## src/rtl/eth_pkg.sv

```systemverilog
// Shared definitions for the Ethernet TX FCS controller.
//   CRC_INIT        : CRC register value at the start of every frame
//   ETH_MIN_PAYLOAD : minimum payload length before FCS (pad target)
//   FCS_BYTES       : number of FCS bytes appended to each frame
//   state_t         : controller FSM states
//   bit_reverse32   : helper that turns a normal polynomial into its reflected form
package eth_pkg;

  localparam logic [31:0] CRC_INIT        = 32'hFFFF_FFFF;
  localparam int          ETH_MIN_PAYLOAD = 60;
  localparam int          FCS_BYTES       = 4;

  typedef enum logic [1:0] {
    IDLE = 2'd0,
    DATA = 2'd1,
    PAD  = 2'd2,
    FCS  = 2'd3
  } state_t;

  function automatic logic [31:0] bit_reverse32(input logic [31:0] v);
    logic [31:0] r;
    for (int i = 0; i < 32; i++) begin
      r[i] = v[31-i];
    end
    return r;
  endfunction

endpackage

```

## src/rtl/eth_tx_fcs_ctrl_crc32.sv

```systemverilog
// Combinational byte-wide CRC32 step (Ethernet bit order: LSB of each byte first).
// The CRC state register lives in the caller.
//   crc_in   : current CRC state
//   data     : byte to fold into the CRC
//   crc_en   : when low the state passes through unchanged
//   crc_next : next CRC state
//   crc_out  : next state in transmitted form (inverted), byte0 = crc_out[7:0]
module crc32
  import eth_pkg::*;
#(
  parameter logic [31:0] POLY = 32'h04C1_1DB7
) (
  input  logic [31:0] crc_in,
  input  logic [7:0]  data,
  input  logic        crc_en,
  output logic [31:0] crc_next,
  output logic [31:0] crc_out
);

  // Shifting right consumes bits LSB first, so the polynomial must be reflected.
  localparam logic [31:0] POLY_REF = bit_reverse32(POLY);

  logic [31:0] c;

  always_comb begin
    c = crc_in ^ {24'h0, data};
    for (int i = 0; i < 8; i++) begin
      if (c[0]) c = (c >> 1) ^ POLY_REF;
      else      c = c >> 1;
    end
    crc_next = crc_en ? c : crc_in;
    crc_out  = ~crc_next;
  end

endmodule

```

## src/rtl/eth_tx_fcs_ctrl.sv

```systemverilog
// Ethernet TX FCS controller: passes payload bytes through a single output
// register, optionally zero-pads short frames to MIN_FRAME_BYTES, then appends
// the 4-byte CRC32 FCS (byte0 first).
// Ports:
//   clk, i_reset_n      : clock, synchronous active-low reset
//   s_axis_*            : payload byte stream in (tlast on final payload byte)
//   m_axis_*            : payload/pad/FCS byte stream out (tlast on final FCS byte)
//   i_pad_en            : pad enable, sampled on the first byte of each frame
//   o_fcs               : FCS of the last completed frame, transmitted byte order
//   o_frame_done        : pulse on the handshake of the final FCS byte
//
// state | meaning
// IDLE  | waiting for the first byte of a frame
// DATA  | passing payload bytes through
// PAD   | emitting 0x00 bytes until the frame reaches MIN_FRAME_BYTES
// FCS   | emitting the four FCS bytes
module eth_tx_fcs_ctrl
  import eth_pkg::*;
#(
  parameter int          MIN_FRAME_BYTES = ETH_MIN_PAYLOAD,
  parameter logic [31:0] POLY            = 32'h04C1_1DB7
) (
  input  logic        clk,
  input  logic        i_reset_n,
  input  logic [7:0]  s_axis_tdata,
  input  logic        s_axis_tvalid,
  input  logic        s_axis_tlast,
  output logic        s_axis_tready,
  output logic [7:0]  m_axis_tdata,
  output logic        m_axis_tvalid,
  output logic        m_axis_tlast,
  input  logic        m_axis_tready,
  input  logic        i_pad_en,
  output logic [31:0] o_fcs,
  output logic        o_frame_done
);

  localparam logic [6:0] MIN_CNT  = 7'(MIN_FRAME_BYTES);
  localparam logic [1:0] FCS_LAST = 2'(FCS_BYTES - 1);

  state_t      state, state_nxt;
  logic [6:0]  cnt;
  logic [6:0]  cnt_inc;
  logic        pad_q;
  logic        pad_eff;
  logic [31:0] crc_q;
  logic [31:0] crc_next;
  logic [31:0] crc_out;
  logic [1:0]  fcs_idx;

  logic        slot_free;
  logic        accept;
  logic        load;
  logic        load_last;
  logic [7:0]  load_data;
  logic        crc_en;
  logic        fcs_latch;

  assign slot_free     = !m_axis_tvalid || m_axis_tready;
  assign s_axis_tready = i_reset_n && slot_free && (state == IDLE || state == DATA);
  assign accept        = s_axis_tvalid && s_axis_tready;
  assign o_frame_done  = m_axis_tvalid && m_axis_tready && m_axis_tlast;

  // Count of payload+pad bytes after the current load; saturates so long
  // frames never wrap into the pad decision.
  assign cnt_inc = (cnt >= MIN_CNT) ? cnt : cnt + 7'd1;
  // The first byte of a frame uses the live pad enable; later bytes the latched one.
  assign pad_eff = (state == IDLE) ? i_pad_en : pad_q;

  crc32 #(.POLY(POLY)) u_crc32 (
    .crc_in   (crc_q),
    .data     (load_data),
    .crc_en   (crc_en),
    .crc_next (crc_next),
    .crc_out  (crc_out)
  );

  always_comb begin
    state_nxt = state;
    load      = 1'b0;
    load_last = 1'b0;
    load_data = 8'h00;
    crc_en    = 1'b0;
    fcs_latch = 1'b0;
    unique case (state)
      IDLE, DATA: begin
        if (accept) begin
          load      = 1'b1;
          load_data = s_axis_tdata;
          crc_en    = 1'b1;
          if (s_axis_tlast) begin
            if (pad_eff && (cnt_inc < MIN_CNT)) begin
              state_nxt = PAD;
            end else begin
              state_nxt = FCS;
              fcs_latch = 1'b1;
            end
          end else begin
            state_nxt = DATA;
          end
        end
      end
      PAD: begin
        if (slot_free) begin
          load   = 1'b1;
          crc_en = 1'b1;
          if (cnt_inc >= MIN_CNT) begin
            state_nxt = FCS;
            fcs_latch = 1'b1;
          end
        end
      end
      FCS: begin
        if (slot_free) begin
          load      = 1'b1;
          load_data = o_fcs[{fcs_idx, 3'b000} +: 8];
          load_last = (fcs_idx == FCS_LAST);
          // Leaving once the final FCS byte is in the output register means
          // s_axis_tready rises exactly when that byte handshakes, so the next
          // frame can follow with no idle gap.
          if (load_last) state_nxt = IDLE;
        end
      end
      default: state_nxt = IDLE;
    endcase
  end

  always_ff @(posedge clk) begin
    if (!i_reset_n) state <= IDLE;
    else            state <= state_nxt;
  end

  always_ff @(posedge clk) begin
    if (!i_reset_n) begin
      cnt           <= '0;
      pad_q         <= 1'b0;
      crc_q         <= CRC_INIT;
      fcs_idx       <= '0;
      o_fcs         <= '0;
      m_axis_tdata  <= '0;
      m_axis_tvalid <= 1'b0;
      m_axis_tlast  <= 1'b0;
    end else begin
      crc_q <= crc_next;
      if (state == IDLE && accept) pad_q <= i_pad_en;
      if (load && state != FCS) cnt <= cnt_inc;
      if (fcs_latch) o_fcs <= crc_out;
      if (state == FCS && load) begin
        fcs_idx <= fcs_idx + 2'd1;
        if (load_last) begin
          crc_q <= CRC_INIT;
          cnt   <= '0;
        end
      end

      if (load) begin
        m_axis_tdata  <= load_data;
        m_axis_tvalid <= 1'b1;
        m_axis_tlast  <= load_last;
      end else if (m_axis_tready) begin
        m_axis_tvalid <= 1'b0;
        m_axis_tlast  <= 1'b0;
      end
    end
  end

endmodule

```

## config.mk

```make
export PLATFORM = sky130hd
export DESIGN_NAME = eth_tx_fcs_ctrl
export DESIGN_NICKNAME = d
export VERILOG_FILES = /design/src/rtl/eth_pkg.sv /design/src/rtl/eth_tx_fcs_ctrl_crc32.sv /design/src/rtl/eth_tx_fcs_ctrl.sv
export SDC_FILE = /design/constraint.sdc
export NUM_CORES = 1
export LEC_CHECK = 0
export ABC_CLOCK_PERIOD_IN_PS = 3100
export CORE_UTILIZATION = 34
export CTS_CLUSTER_SIZE = 25
export DETAILED_ROUTE_END_ITERATION = 10
export GPL_TIMING_DRIVEN = 0
export PLACE_DENSITY = 0.63
export SLEW_MARGIN = 20
export SYNTH_ARGS = -nofsm -noshare
export SYNTH_HDL_FRONTEND = slang
export SYNTH_SLANG_ARGS = --single-unit
```

## constraint.sdc

```tcl
create_clock -name clk -period 3.1 [get_ports clk]
set_input_delay 0.31 -clock clk [delete_from_list [all_inputs] [get_ports clk]]
set_output_delay 0.31 -clock clk [all_outputs]
set_load 0.01 [all_outputs]
```

==> flow_metrics.tcl <==
set metrics [dict create \
    finalSetupViolCount 0 \
    wire_per_inst_um 18.48 \
    rsz0062_at_grt "true" \
    reg2reg_slack_ns 0.23 \
    clock-root-buffer "clkbuf_16" \
    synth-compound-area-share_pct 17.07 \
    finish.net_count 507 \
    muxShareOfSynthArea_pct 7.371 \
    dp.cells 648 \
    hold_path_class "flip-flop to flip-flop" \
    pre_cts_ws_ns -0.4007 \
    p_seq_share_pct 35.0 \
    multi_input_area_um2 2562 \
    crit_chain "clkdlybuf4s50_1 > nor2b_1 > and3_4 > buf_6 > a22o_1 > xor2_4 > xnor2_4 > xor2_2 > xnor2_1 > o22a_1" \
    cp_max_fo 10 \
    start_kind "primary input" \
    fin_worst_skew_ns 0.005311 \
    ys_seq_elements 86 \
    viasPerCell 5.036 \
    synth_xor_area_share_pct 22.45 \
    wl_mm 12.32 \
    timing.hold.ws_ns 0.4653 \
    die_h_um 115.7 \
    hpwl_mm 8.871 \
    synthCells 419 \
    regArea_um2 1722 \
    netlist_area_um2 4397 \
    yosysWarnings 0 \
    ios 58 \
    crit_buf_inv 2 \
    final_common_cell "dfxtp_1" \
    drt_pass1_iterations 5 \
    clock_power_share_pct 31.7 \
    clk_pin_slew_ns 0.06 \
    grt_max_degree 15 \
    grt_pass1_vias 3385 \
    route.detailed.drc 0 \
    slew_headroom_pct 42.79 \
    power_switching_mw 1.164 \
    synth_cell_types 54 \
    crit_family "XOR/XNOR gates" \
    power_density_nw_per_um2 664.5 \
    via_count 3359 \
    syn2layout_area_growth_pct 26.21 \
    p_leak_nw 2.157 \
    tightest_slew_ns 0.8581 \
    status "completed" \
    grt_pass1_wl_mm 19.11 \
    syn_nets 436 \
    vdd_drop_max_uv 332.5 \
    n_antenna_cell 0 \
    cp.arrival_ns 3.15 \
    fillCellCount 1201 \
    slowest_delay_ns 0.61 \
    post-route-min-period_ns 2.918 \
    drtIter0Drc 240 \
    yosys.area_share.simple_pct 10.10 \
    row_count 41 \
    switching_share_pct 31.57 \
    antenna_found_initial 0 \
    crit_type "primary input to flip-flop" \
    cts_tree "done" \
    synth_top_area_share_pct 39.16 \
    start_util_pct 34.84 \
    dieArea_um2 13390 \
    min_period_over_period_pct 94.13 \
    worst_path_max_delay_cell "clkdlybuf4s50_1" \
    clockBufferDepth 2 \
    synth_top_area_cell "dfxtp_1" \
    final_cell_mix "dfxtp_1, clkdlybuf4s50_1, nand2_1, xnor2_1, a21oi_1" \
    ant_nets 0 \
    synth-seq-area-share_pct 39.16 \
    final-hold-violation-count 0 \
    async_reset_ff_share_pct 0 \
    post_dp_cell_area_um2 5182 \
    synth_area_leaders "dfxtp_1, xnor2_1, a21oi_1, mux4_2, nand2_1" \
    io_buffers 57 \
    synthFlopType "dfxtp_1" \
    fmax_mhz 342.7 \
    setup_ws_ns 0.1820 \
    synth-edff-count 0 \
    avgSynthCellArea_um2 10.49 \
    grt_use_total_pct 19.62 \
    synth-adder-area-share_pct 0.8537 \
    h-tree-depth 3 \
    final_core_util_pct 43.97 \
    fin_area_um2 5549 \
    drive_gt1_share_pct 13.33 \
    gr-total-overflow 0 \
    cap_violations 0 \
    stdcell_count 667 \
    maxSlewViolCount 0 \
    die_w_um 115.7 \
    p_int_mw 2.523 \
    core_um2 12620 \
    synth_top_family_by_area "XOR/XNOR gates" \
    p_comb_share_pct 33.3 \
    clk_latency_ns 0.34 \
    cp.required_ns 3.33 \
    globalplace.congestion 0.8302 \
    cts_inserted_buffers 9 \
    clock-sinks 86 \
    cp-end-kind "flip-flop" \
]
## state kept, by name, indices dropped and copies added (netlist names)
signal,count
cnt,7
o_fcs,32
crc_q,32
pad_q,1
fcs_idx,2
m_axis_tvalid,1
m_axis_tdata,8
state,2
m_axis_tlast,1
## cells by family after synthesis
logic type,Yosys count
compound gates,111
xor+xnor,76
fa+ha+maj,3
buf+inv,29
flops,86
mux,22
simple gates,92
## per-stage QoR
| step | TNS [ns] | total power [mW] |
|---|---|---|
| 3_5_place_dp | -8.380 | 2.508 |
| 5_1_grt | -0.01395 | 3.847 |
| 3_3_place_gp | -5.916 | 2.488 |
| 6_report | 0 | 3.687 |
| 4_1_cts | 0 | 3.682 |
| 2_1_floorplan | 0 | 2.204 |
## repair_timing
action | in CTS | in global routing
endpoints found under the setup margin | 5 | 6
hold buffers | 0 | 0
buffers inserted | 0 | 3
resized for setup | 1 | 2
## worst paths after layout
check,from,endpoint,depth (start not counted)
setup / recovery,i_reset_n,crc_q[7]$_SDFF_PN1_,10
hold / removal,m_axis_tdata[1]$_SDFFE_PN0N_,m_axis_tdata[1]$_SDFFE_PN0N_,2
setup reg to reg,fcs_idx[0]$_SDFFE_PN0P_,o_fcs[26]$_SDFFE_PN0P_,8
hold reg to reg,m_axis_tdata[1]$_SDFFE_PN0N_,m_axis_tdata[1]$_SDFFE_PN0N_,2
## synthesized netlist by cell type, drive strengths merged, types with 7 or more instances
cell,count
dfxtp,86
xnor2,47
nand2,42
a21oi,36
o21ai,27
xor2,21
clkbuf,17
nor2b,15
mux2i,14
nor2,13
buf,9
mux4,8
a21bo,7
## worst register-to-register path, cell delays in order (launching register included)
cell and delay [ns]:
dfxtp_1 0.35, buf_6 0.20, mux4_2 0.59, a22oi_4 0.24, xnor2_4 0.26, xnor3_2 0.50, xor2_2 0.22, xnor2_1 0.26
a21oi_1 0.11
## power groups by stage
stage	Clock, mW	Sequential [mW]	Combinational [mW]
after floorplan	0	1.31	0.899
after global placement	0	1.31	1.18
after detailed placement	0	1.31	1.20
after CTS	1.19	1.29	1.21
after global routing	1.23	1.30	1.32
final	1.17	1.29	1.23
## per-layer routing
metal | wire length [µm] | global-route usage (%) | up-vias
met5 | 0 | 0 | -
met4 | 344 | 8.034 | 0
met3 | 647 | 3.661 | 27
met2 | 6147 | 34.29 | 96
met1 | 5184 | 23.74 | 1636
li1 | - | - | 1600
## layout make-up
| cell class | instances | share of cell area [%] |
|---|---|---|
| multi-input cells | 304 | 46.18 |
| flip-flops and latches | 86 | 31.03 |
| repair buffers | 60 | 10.69 |
| clock buffers | 10 | 4.307 |
| well taps | 172 | 3.878 |
| plain buffers | 26 | 2.187 |
| clock inverters | 6 | 1.533 |
| inverters | 3 | 0.2029 |
(Power assumes the default switching activity.)
